**config.mk**
```make
export PLATFORM = sky130hd
export DESIGN_NAME = run_control
export DESIGN_NICKNAME = d
export VERILOG_FILES = /design/src/rtl/run_control.sv
export SDC_FILE = /design/constraint.sdc
export NUM_CORES = 1
export LEC_CHECK = 0
export CAP_MARGIN = 20
export CORE_MARGIN = 2
export CORE_UTILIZATION = 50
export DETAILED_ROUTE_END_ITERATION = 16
export PLACE_DENSITY = 0.91
export SYNTH_ARGS = -nofsm -noshare
export SYNTH_HDL_FRONTEND = slang
export SYNTH_SLANG_ARGS = --single-unit
```
**constraint.sdc**
```tcl
create_clock -name SYS_clk -period 3.1 [get_ports SYS_clk]
set_clock_uncertainty 0.1 [all_clocks]
set_input_delay 0.465 -clock SYS_clk [delete_from_list [all_inputs] [get_ports SYS_clk]]
set_output_delay 0.465 -clock SYS_clk [all_outputs]
set_load 0.03 [all_outputs]
```
**src/rtl/run_control.sv**
```systemverilog
// ---------------------------------------------------------------------------
// run_control
//
// Run/step/load/halt sequencer that owns the program counter of a small
// teaching CPU. Two raw buttons are synchronized, debounced and turned into
// single-cycle pulses:
//   - SYS_load loads SYS_pc_val into pc.
//   - step_btn advances one instruction in single-step mode.
// A five-state FSM decides, every cycle, whether the current instruction may
// commit. It also latches the PC of faulting instructions and counts
// exceptions.
//
// Ports
//   SYS_clk     in   1     system clock, rising edge
//   SYS_rst     in   1     asynchronous reset, active low
//   SYS_load    in   1     raw PC-load button (asynchronous)
//   SYS_pc_val  in   PC_W  value loaded into pc from LOAD
//   step_btn    in   1     raw single-step button (asynchronous)
//   run_mode    in   1     1 = free run, 0 = single step (quasi-static)
//   eh_flag     in   1     exception flag for the current instruction
//   pc_next     in   PC_W  next PC from the datapath
//   pc          out  PC_W  program counter
//   commit_en   out  1     current instruction may write REG/DMEM
//   halted      out  1     high in HALT
//   epc         out  PC_W  PC of the last faulting instruction
//   exc_count   out  8     exceptions taken, saturating at 255
//   state       out  3     IDLE=0 RUN=1 STEP=2 LOAD=3 HALT=4
// ---------------------------------------------------------------------------

// ---------------------------------------------------------------------------
// run_control_debounce
//
// 2-FF synchronizer, level debouncer and rising-edge pulse generator for one
// raw button. The accepted level changes only after DEB_CYCLES consecutive
// synchronized samples that all differ from the current level. A rising edge
// of the accepted level gives a one-cycle registered pulse. The pulse appears
// 2 + DEB_CYCLES + 1 cycles after a clean raw edge.
//
// Ports
//   SYS_clk  in   1  system clock
//   SYS_rst  in   1  asynchronous reset, active low
//   raw      in   1  raw button level
//   pulse    out  1  one-cycle pulse on an accepted 0->1 transition
// ---------------------------------------------------------------------------
module run_control_debounce #(
   parameter int unsigned DEB_CYCLES = 4
) (
   input  logic SYS_clk,
   input  logic SYS_rst,
   input  logic raw,
   output logic pulse
);

   localparam int unsigned CW = (DEB_CYCLES > 1) ? $clog2(DEB_CYCLES) : 1;
   localparam logic [CW-1:0] CNT_LAST = CW'(DEB_CYCLES - 1);

   logic          sync1;
   logic          sync2;
   logic          level;
   logic          level_d;
   logic [CW-1:0] cnt;

   always_ff @(posedge SYS_clk or negedge SYS_rst) begin
      if (!SYS_rst) begin
         sync1   <= 1'b0;
         sync2   <= 1'b0;
         level   <= 1'b0;
         level_d <= 1'b0;
         cnt     <= '0;
         pulse   <= 1'b0;
      end else begin
         sync1   <= raw;
         sync2   <= sync1;
         level_d <= level;
         pulse   <= level & ~level_d;
         // cnt holds the number of consecutive differing samples seen so far.
         // The last of DEB_CYCLES such samples flips the level.
         if (sync2 != level) begin
            if (cnt == CNT_LAST) begin
               level <= sync2;
               cnt   <= '0;
            end else begin
               cnt <= cnt + 1'b1;
            end
         end else begin
            cnt <= '0;
         end
      end
   end

endmodule

module run_control #(
   parameter int unsigned DEB_CYCLES = 4,
   parameter int unsigned PC_W       = 8
) (
   input  logic            SYS_clk,
   input  logic            SYS_rst,
   input  logic            SYS_load,
   input  logic [PC_W-1:0] SYS_pc_val,
   input  logic            step_btn,
   input  logic            run_mode,
   input  logic            eh_flag,
   input  logic [PC_W-1:0] pc_next,
   output logic [PC_W-1:0] pc,
   output logic            commit_en,
   output logic            halted,
   output logic [PC_W-1:0] epc,
   output logic [7:0]      exc_count,
   output logic [2:0]      state
);

   typedef enum logic [2:0] {
      S_IDLE = 3'd0,
      S_RUN  = 3'd1,
      S_STEP = 3'd2,
      S_LOAD = 3'd3,
      S_HALT = 3'd4
   } state_t;

   state_t          cur_st;
   state_t          nxt_st;
   logic            load_p;
   logic            step_p;
   logic            exc_take;
   logic [PC_W-1:0] pc_d;
   logic [PC_W-1:0] epc_d;
   logic [7:0]      exc_d;

   // -------------------------------------------------------------------------
   // Button conditioning
   // -------------------------------------------------------------------------
   run_control_debounce #(.DEB_CYCLES(DEB_CYCLES)) u_load_deb (
      .SYS_clk (SYS_clk),
      .SYS_rst (SYS_rst),
      .raw     (SYS_load),
      .pulse   (load_p)
   );

   run_control_debounce #(.DEB_CYCLES(DEB_CYCLES)) u_step_deb (
      .SYS_clk (SYS_clk),
      .SYS_rst (SYS_rst),
      .raw     (step_btn),
      .pulse   (step_p)
   );

   // In STEP mode, an exception counts only for an instruction that is
   // actually being stepped. Otherwise no instruction is executing.
   assign exc_take = ((cur_st == S_RUN)  & eh_flag) |
                     ((cur_st == S_STEP) & eh_flag & step_p);

   assign state = cur_st;

   // -------------------------------------------------------------------------
   // State register, together with the PC-related registers
   // -------------------------------------------------------------------------
   always_ff @(posedge SYS_clk or negedge SYS_rst) begin
      if (!SYS_rst) begin
         cur_st    <= S_IDLE;
         pc        <= '0;
         epc       <= '0;
         exc_count <= '0;
      end else begin
         cur_st    <= nxt_st;
         pc        <= pc_d;
         epc       <= epc_d;
         exc_count <= exc_d;
      end
   end

   // -------------------------------------------------------------------------
   // Next-state logic. Priority is exception, then load, then mode change.
   // -------------------------------------------------------------------------
   always_comb begin
      nxt_st = S_IDLE;
      case (cur_st)
         S_IDLE: nxt_st = run_mode ? S_RUN : S_STEP;
         S_RUN: begin
            if (exc_take)      nxt_st = S_HALT;
            else if (load_p)   nxt_st = S_LOAD;
            else if (!run_mode) nxt_st = S_STEP;
            else               nxt_st = S_RUN;
         end
         S_STEP: begin
            if (exc_take)      nxt_st = S_HALT;
            else if (load_p)   nxt_st = S_LOAD;
            else if (run_mode) nxt_st = S_RUN;
            else               nxt_st = S_STEP;
         end
         S_LOAD: nxt_st = run_mode ? S_RUN : S_STEP;
         S_HALT: nxt_st = load_p ? S_LOAD : S_HALT;
         default: nxt_st = S_IDLE;
      endcase
   end

   // -------------------------------------------------------------------------
   // Outputs and register update values
   // -------------------------------------------------------------------------
   always_comb begin
      commit_en = 1'b0;
      halted    = 1'b0;
      pc_d      = pc;
      epc_d     = epc;
      exc_d     = exc_count;
      case (cur_st)
         S_RUN:  commit_en = ~eh_flag & ~load_p;
         S_STEP: commit_en = step_p & ~eh_flag & ~load_p;
         S_LOAD: pc_d      = SYS_pc_val;
         S_HALT: halted    = 1'b1;
         default: ;
      endcase
      // pc_next is taken as-is. Any wrap-around is the datapath's arithmetic.
      if (commit_en)
         pc_d = pc_next;
      if (exc_take) begin
         epc_d = pc;
         if (exc_count != 8'hFF)
            exc_d = exc_count + 8'd1;
      end
   end

endmodule

```
### Word-level counts from Yosys, hierarchy flattened

Index checks and enable logic that the tools add are counted.

* equal/unequal tests: 9
* reduce and logical (&&, ||, !) cells: 7
* bitwise gates (word level): 13
* $add $sub $neg: 3
* multiplexer cells: 13

Operator list (count)
* $mux 8: 2
* $mux 2: 6
* $pmux 3 s3: 1
* $add 8x1->8 const B: 1
* $and 1x1->1: 8
* $ne 8x8->1 const B: 1
* $eq 3x2->1 const B: 2
* $mux 3: 2
* $reduce_and 2->1: 3
* $add 2x1->2 const B: 2
* $eq 2x2->1 const B: 2
* $not 1->1: 4
* $reduce_or 2->1: 2
* $eq 3x1->1 const B: 1
* $eq 3x3->1 const B: 1
* $logic_not 3->1: 1
* $ne 1x1->1: 2
* $pmux 1 s2: 1
* $reduce_bool 2->1: 1
* $mux 1: 1
* $or 1x1->1: 1

* flip-flop bits (word level): 41
* input port bits: 22

### Depth between registers and ports, before layout

Gate-level depths: netlist of the first run.

* depth in word-level cells: 6
* depth in mapped cells: 5
* depth with buffers taken out: 5

### By module

Synthesis of the first run repeated with hierarchy kept, for this count alone.

* cell total of the unflattened synthesis: 136
* area total of the unflattened synthesis: 1785.5 µm²

By module, submodules not included
* run_control: area each 1325.0 µm², sequential area each 675.6 µm², cells each 110, times used 1
* run_control_debounce: area each 230.2 µm², sequential area each 175.2 µm², cells each 13, times used 2

### Worst setup path before layout of the first run

No wires, ideal clock.

* path kind: flip-flop to output port
* from: register cur_st[1], in the netlist state[1]
* to: output port commit_en
* arrival: 1.431 ns
* required time: 2.535 ns
* cell stages (with the launch flop): 5
* path slack: 1.104 ns
* path through: dfrtp_1 -> and2b_1 -> o21ai_2 -> buf_4 -> inv_1

* word-level cells in the longest chain between the ends: 2
* elaborated cells on any way between the ends: 3
* classes of those cells: eq/ne: 2; mux: 1

Ends and longest elaborated chain
* start, declared: RTL line 121 `state_t cur_st;`
* start signal, assigned: RTL line 164 `cur_st <= nxt_st;`
* $eq 3x2->1 / $eq 3x1->1 (equally long branches): RTL line 205 `case (cur_st)`
* $pmux 1 s2 *: RTL line 205
* end, declared: RTL line 106 `output logic commit_en,`

Every way passes the cells marked *; elsewhere a longest branch is shown, timed or not.

### Final worst setup path of the first run

* from: input port eh_flag
* to: output port commit_en

* word-level cells in the longest chain between the ends: 4
* elaborated cells on any way between the ends: 5
* classes of those cells: mux: 1; bitwise: 4

Ends and longest elaborated chain
* start, declared: RTL line 103 `input logic eh_flag,`
* $not 1->1 *: RTL line 206, 207
* $and 1x1->1 (2 in a row): RTL line 207 `S_STEP: commit_en = step_p & ~eh_flag & ~load_p;`
* $pmux 1 s2 *: RTL line 205

Marks and branches as above.

==> results of run 1 <==
==> report_power, final <==
group / internal [mW] / switching, mW / leakage [nW]
combinational: 0.528 / 0.616 / 0.515
sequential: 0.749 / 0.175 / 0.498
clock: 0.0855 / 0.173 / 0.0310
total: 1.36 / 0.965 / 1.04
==> worst paths after layout <==
check	slack, ns	cells past startpoint	end
min in group SYS_clk	0.26	0	u_step_deb.sync2
min reg2reg	0.26	0	u_step_deb.sync2
max in group asynchronous	2.24	1	state[2]
max reg2reg	1.19	4	exc_count[1]
max	0.48	5	commit_en
min	0.11	1	exc_count[0]
==> layer usage <==
metal / up-vias / routed length (µm) / track usage
li1: 591 / - / -
met1: 592 / 1337 / 0.2233
met2: 33 / 1857 / 0.3441
met3: 12 / 154 / 0.05946
met4: 0 / 97 / 0.09167
met5: - / 0 / 0
==> registers in the layout, summed over array words and instances, names as in the netlist, 2 cells and up <==
signal and cells:
epc 8, exc_count 8, pc 8, state 3
u_load_deb.cnt 2, u_step_deb.cnt 2
==> Yosys cell counts, types with 3 or more instances <==
cell / instances / share of area
sky130_fd_sc_hd__dfrtp_1: 41 / 0.59
sky130_fd_sc_hd__nor2b_1: 4 / 0.014
sky130_fd_sc_hd__nand2_1: 4 / 0.0087
sky130_fd_sc_hd__inv_1: 6 / 0.013
sky130_fd_sc_hd__nand3_1: 5 / 0.014
sky130_fd_sc_hd__nor2_1: 12 / 0.026
sky130_fd_sc_hd__ha_1: 3 / 0.022
sky130_fd_sc_hd__mux2i_1: 8 / 0.046
sky130_fd_sc_hd__mux2_2: 14 / 0.091
sky130_fd_sc_hd__xor2_1: 3 / 0.015
sky130_fd_sc_hd__a21oi_1: 9 / 0.026
sky130_fd_sc_hd__nor3_1: 7 / 0.020
==> metrics by stage <==
stage / worst slack (ns) / total power, mW
floorplan: 1.104 / 1.619
global placement: 0.5032 / 2.028
detailed placement: 0.4902 / 2.089
CTS: 0.4721 / 2.347
global route: 0.3730 / 2.472
finish: 0.4756 / 2.328
==> logic make-up (layout without fill, tap and decap cells) <==
family / count (synthesis) / count (layout) / synth area share
XOR/XNOR: 5 / 5 / 0.02535
AND/OR/NAND/NOR: 38 / 38 / 0.1130
flip-flops: 41 / 41 / 0.5938
buffers and inverters: 8 / 65 / 0.02390
multiplexers: 23 / 23 / 0.1463
AO/OA/AOI/OAI: 19 / 19 / 0.07604
adder cells (fa/ha/maj): 3 / 3 / 0.02173
==> cell type report <==
cell class / instances / area (µm²) / share of cell area
Sequential cell: 41 / 1026 / 0.4413
Multi-Input combinational cell: 88 / 660.6 / 0.2842
Timing Repair Buffer: 51 / 503.0 / 0.2164
Tap cell: 46 / 57.56 / 0.02476
Clock buffer: 5 / 37.54 / 0.01615
Inverter: 6 / 22.52 / 0.009688
Clock inverter: 3 / 17.52 / 0.007535
==> insert_results.sql, run 1 <==
INSERT INTO impl_metrics (metric_group, metric, value, unit) VALUES
('floorplanning', 'std_cell_rows', '21', ''),
('critical_path', 'critical_path.startpoint', 'eh_flag', ''),
('route', 'post_drt_via_cell_ratio', '5.117', ''),
('floorplanning', 'die_y', '62.79', 'µm'),
('logic_synthesis', 'synth_area', '1728', 'µm²'),
('power_and_ir_drop', 'leakage', '1.044', 'nW'),
('sta', 'hold_ws', '0.1130', 'ns'),
('layout', 'mostFrequentLayoutCell', 'sky130_fd_sc_hd__clkdlybuf4s50_1', ''),
('route', 'drt-wirelength-per-cell', '14.36', 'µm'),
('clocking', 'clock_sink_count', '41', ''),
('sta', 'setup_viol', '0', ''),
('layout', 'nFillCells', '249', ''),
('clocking', 'worst_skew_pair.late_latency', '0.36', 'ns'),
('placed_design', 'place.detailed.instances', '232', ''),
('grt', 'initial_antenna_violation_count', '0', ''),
('route', 'final_antenna_net_count', '0', ''),
('job', 'max-cap-violations', '0', ''),
('logic_synthesis', 'synth_cell_types', '30', ''),
('worst_hold_path', 'hold_class', 'in2async', ''),
('clocking', 'cts_resized', '0', ''),
('sta', 'setup-tns-final', '0', 'ns'),
('critical_path', 'cp_common_cell', 'sky130_fd_sc_hd__clkdlybuf4s50_1', ''),
('critical_path', 'path_buf_inv', '3', ''),
('floorplanning', 'chipWidth', '62.79', 'µm'),
('layout', 'layout.nets', '218', ''),
('clocking', 'tritoncts', 'done', ''),
('grt', 'grt_max_degree', '42', ''),
('critical_path', 'timing.critical_path.slowest_stage_cell', 'sky130_fd_sc_hd__clkdlybuf4s50_1', ''),
('logic_synthesis', 'yosys_register_bits', '41', ''),
('layout', 'final_layout_size_suffix_gt1_frac', '0.1495', ''),
('logic_synthesis', 'warnings_synthesis', '0', ''),
('clocking', 'numCtsBuffers', '5', ''),
('placed_design', 'dpl-instance-area', '2270', 'µm²'),
('clocking', 'cts_post_setup_buffers_inserted', '0', ''),
('critical_path', 'startpoint_type', 'primary input', ''),
('critical_path', 'cp.arrival', '2.06', 'ns'),
('floorplanning', 'design.core.area', '3337', 'µm²'),
('placed_design', 'post_dp_hpwl', '2614', 'µm'),
('power_and_ir_drop', 'ir_drop', '0.4817', 'mV'),
('critical_path', 'worst_path_dominant_cell_family', 'buffers and inverters', ''),
('sta', 'max_slew.worst_pin.slew', '0.8670', 'ns'),
('logic_synthesis', 'cell_count_after_synthesis', '137', ''),
('route', 'initialDrtViolationCount', '42', ''),
('sta', 'timing.fmax', '381.0', 'MHz'),
('critical_path', 'path_max_fanout', '4', ''),
('sta', 'final.period_utilization', '0.8466', ''),
('sta', 'hold_viol', '0', ''),
('grt', 'track_usage', '0.1980', ''),
('route', 'num_vias', '1228', ''),
('critical_path', 'critical_path.cell_chain', 'clkdlybuf4s50_1, nor3_1, o21ai_2, inv_1, clkdlybuf4s50_1', ''),
('layout', 'area_growth_syn_to_layout', '34.54', '%'),
('logic_synthesis', 'syn_avg_cell_area', '12.61', 'µm²'),
('floorplanning', 'number_of_ports_placed_on_the_die_boundary', '51', ''),
('sta', 'drv_slew', '0', ''),
('critical_path', 'worst-setup-path-type', 'in2out', ''),
('critical_path', 'max_stage_delay', '0.66', 'ns'),
('sta', 'fin_crit_period', '2.624', 'ns'),
('logic_synthesis', 'synth_flop_cell', 'sky130_fd_sc_hd__dfrtp_1', ''),
('critical_path', 'cp-end-kind', 'output pin', ''),
('logic_synthesis', 'synth-edff-count', '0', ''),
('power_and_ir_drop', 'power.density', '1001', 'nW/µm²'),
('outcome', 'result_of_the_run', 'complete, no violations', ''),
('layout', 'stdcell_count', '240', ''),
('clocking', 'clock_path_buffers', '2', ''),
('critical_path', 'reg2reg_from', 'state[1]', ''),
('placed_design', 'buffer_ports.inserted', '50', ''),
('sta', 'max_slew_margin', '0.4220', ''),
('route', 'drc_errors', '0', ''),
('logic_synthesis', 'synth_async_sr_flop_share', '1.000', ''),
('route', 'detail_route.wirelength', '3447', 'µm'),
('grt', 'grt_pass1_wl', '5940', 'µm');
No activity file was read; power rests on OpenSTA's default activity.
==> inputs of run 2 (changes only) <==
--- a/config.mk
+++ b/config.mk
@@ -7,9 +7,9 @@
 export LEC_CHECK = 0
 export CAP_MARGIN = 20
 export CORE_MARGIN = 2
-export CORE_UTILIZATION = 50
+export CORE_UTILIZATION = 46
 export DETAILED_ROUTE_END_ITERATION = 16
-export PLACE_DENSITY = 0.91
+export PLACE_DENSITY = 0.85
 export SYNTH_ARGS = -nofsm -noshare
 export SYNTH_HDL_FRONTEND = slang
 export SYNTH_SLANG_ARGS = --single-unit
==> constraint.sdc (replaced) <==
create_clock -name SYS_clk -period 2.7 [get_ports SYS_clk]
set_clock_uncertainty 0.1 [all_clocks]
set_input_delay 0.405 -clock SYS_clk [delete_from_list [all_inputs] [get_ports SYS_clk]]
set_output_delay 0.405 -clock SYS_clk [all_outputs]
set_load 0.03 [all_outputs]
==> run 2 against run 1 <==
- worst hold slack improved by 0.0090 ns
- non-clock buffer count rose by 1
- final cell count rose by 1.3%
- sequential power rose by 16%
- largest power group unchanged
- clock-buffer cell count rose by 3
- global-route usage fell by 2.3 points
- critical path depth fell by 2
- worst setup slack got worse by 0.20 ns
- combinational power rose by 15%
- highest routed layer unchanged
- power rose by 18%
- critical path type is now reg2out
==> insert_results.sql, run 2 (synthesis gave the netlist of run 1 again) <==
INSERT INTO impl_metrics (metric_group, metric, value, unit) VALUES
('outcome', 'result_of_the_run', 'complete, no violations', ''),
('critical_path', 'worst_r2r_endpoint', 'exc_count[1]', ''),
('clocking', 'postCtsHoldBufs', '0', ''),
('grt', 'first_global_vias', '1248', ''),
('sta', 'hold_ws', '0.1221', 'ns'),
('power_and_ir_drop', 'power.density', '1167', 'nW/µm²'),
('route', 'initialDrtViolationCount', '42', ''),
('critical_path', 'cp-end-kind', 'output pin', ''),
('sta', 'fin_crit_period', '2.425', 'ns'),
('grt', 'grt_max_degree', '42', ''),
('sta', 'max_slew_margin', '0.4264', ''),
('layout', 'diodes', '0', ''),
('clocking', 'htree_levels', '2', ''),
('floorplanning', 'std_cell_rows', '22', ''),
('sta', 'setup_viol', '0', ''),
('placed_design', 'post_dp_hpwl', '2554', 'µm'),
('floorplanning', 'number_of_ports_placed_on_the_die_boundary', '51', ''),
('clocking', 'cts_post_setup_buffers_inserted', '0', ''),
('sta', 'drv_slew', '0', ''),
('route', 'drc_errors', '0', ''),
('route', 'post_drt_via_cell_ratio', '5.078', ''),
('grt', 'track_usage', '0.1754', ''),
('floorplanning', 'design.core.area', '3633', 'µm²'),
('critical_path', 'worst-r2r-setup-slack', '0.77', 'ns'),
('route', 'detail_route.wirelength', '3415', 'µm'),
('critical_path', 'path_max_fanout', '7', ''),
('sta', 'grt_setup_unrepaired', 'false', ''),
('layout', 'mostFrequentLayoutCell', 'sky130_fd_sc_hd__clkdlybuf4s50_1', ''),
('floorplanning', 'chipWidth', '65.29', 'µm'),
('clocking', 'numCtsBuffers', '5', ''),
('clocking', 'clock-root-buffer', 'sky130_fd_sc_hd__clkbuf_8', ''),
('floorplanning', 'die-area', '4263', 'µm²'),
('route', 'drt-wirelength-per-cell', '14.05', 'µm'),
('power_and_ir_drop', 'ir_drop', '0.5829', 'mV'),
('worst_hold_path', 'hold_class', 'in2async', ''),
('critical_path', 'startpoint_type', 'register', ''),
('critical_path', 'critical_path.startpoint', 'state[1]', ''),
('sta', 'timing.fmax', '412.4', 'MHz'),
('power_and_ir_drop', 'leakage', '1.057', 'nW'),
('critical_path', 'rr_worst_depth', '4', ''),
('clocking', 'tritoncts', 'done', ''),
('critical_path', 'worstPathRequired', '2.19', 'ns'),
('critical_path', 'worst-setup-path-type', 'reg2out', ''),
('sta', 'postLayoutSetupSlackWorst', '0.2751', 'ns'),
('placed_design', 'buffer_ports.inserted', '50', ''),
('placed_design', 'finalWeightedCongestion', '0.7317', ''),
('clocking', 'cts_resized', '0', ''),
('layout', 'most_frequent_cells_in_the_layout', '49 x sky130_fd_sc_hd__clkdlybuf4s50_1, 41 x sky130_fd_sc_hd__dfrtp_1, 14 x sky130_fd_sc_hd__mux2_2, 12 x sky130_fd_sc_hd__nor2_1, 9 x sky130_fd_sc_hd__a21oi_1', ''),
('sta', 'setup-tns-final', '0', 'ns'),
('sta', 'max_slew.worst_pin.slew', '0.8603', 'ns'),
('grt', 'grt_remaining_overflow', '0', ''),
('floorplanning', 'initial_cell_density_of_the_core', '0.4756', ''),
('placed_design', 'dp_worst_setup_slack', '0.2613', 'ns'),
('route', 'drt_first_pass_iters', '5', ''),
('layout', 'area_growth_syn_to_layout', '36.57', '%'),
('grt', 'grt_pass1_wl', '5595', 'µm'),
('layout', 'final_layout_size_suffix_gt1_frac', '0.1385', ''),
('critical_path', 'reg2reg_from', 'state[1]', ''),
('layout', 'layout.nets', '219', ''),
('clocking', 'clock_path_buffers', '2', ''),
('critical_path', 'cp.arrival', '1.92', 'ns'),
('route', 'num_vias', '1234', ''),
('route', 'final_antenna_net_count', '0', ''),
('sta', 'hold_viol', '0', ''),
('job', 'max-cap-violations', '0', ''),
('clocking', 'clock_sink_count', '41', ''),
('clocking', 'clkSlewWorstSetupHoldPaths', '0.07', 'ns'),
('sta', 'final.period_utilization', '0.8981', ''),
('floorplanning', 'die_y', '65.29', 'µm'),
('layout', 'leading_registers_by_flop_count', 'epc: 8 flops, exc_count: 8 flops, pc: 8 flops', ''),
('clocking', 'worst_skew_pair.late_latency', '0.29', 'ns'),
('layout', 'layout.core_utilization', '0.6494', ''),
('grt', 'initial_antenna_violation_count', '0', '');
[run 2: metal layers]
layer / up-vias / wire [µm] / GRT usage
li1: 587 / - / -
met1: 607 / 1306 / 0.1913
met3: 4 / 218 / 0.06336
met5: - / 0 / 0
met4: 0 / 46 / 0.05469
met2: 36 / 1845 / 0.3163
[run 2: where the power goes]
part	switching, mW	internal [mW]	total [mW]
Clock	0.195	0.183	0.378
Combinational	0.699	0.608	1.31
Sequential	0.207	0.863	1.07
Total	1.10	1.65	2.75
[run 2: layout make-up]
| type | instances | area (µm²) |
|---|---|---|
| Clock buffer | 8 | 80.08 |
| Sequential cell | 41 | 1026 |
| Multi-Input combinational cell | 88 | 660.6 |
| Tap cell | 48 | 60.06 |
| Fill cell | 270 | 1274 |
| Inverter | 6 | 22.52 |
| Timing Repair Buffer | 52 | 510.5 |
[run 2: through the flow]
stage | cells | power, mW | cell area (µm²)
final | 243 | 2.755 | 2360
after CTS | 243 | 2.786 | 2360
after global routing | 243 | 2.924 | 2360
after global placement | 235 | 2.330 | 2280
after floorplan | 137 | 1.859 | 1728
after detailed placement | 235 | 2.401 | 2280
[run 2: how the worst max path moves through the flow]
stage / endpoint / cells past startpoint
finish: halted / 3
global route: commit_en / 4
CTS: halted / 3
detailed placement: commit_en / 5
global placement: commit_en / 5
floorplan: commit_en / 4
[run 2: critical path, cell delays in order, from the launching register on]
cell and delay [ns]:
sky130_fd_sc_hd__dfrtp_1 0.45, sky130_fd_sc_hd__or2_2 0.35, sky130_fd_sc_hd__nor2_1 0.14, sky130_fd_sc_hd__clkdlybuf4s50_1 0.69
==> inputs of run 3 (changes only) <==
--- a/config.mk
+++ b/config.mk
@@ -9,7 +9,9 @@
 export CORE_MARGIN = 2
 export CORE_UTILIZATION = 46
 export DETAILED_ROUTE_END_ITERATION = 16
+export HOLD_SLACK_MARGIN = 0.02
 export PLACE_DENSITY = 0.85
 export SYNTH_ARGS = -nofsm -noshare
 export SYNTH_HDL_FRONTEND = slang
 export SYNTH_SLANG_ARGS = --single-unit
+export TNS_END_PERCENT = 30
==> results of run 3 <==
The final DEF is identical to that of run 2; final timing and power are the same.
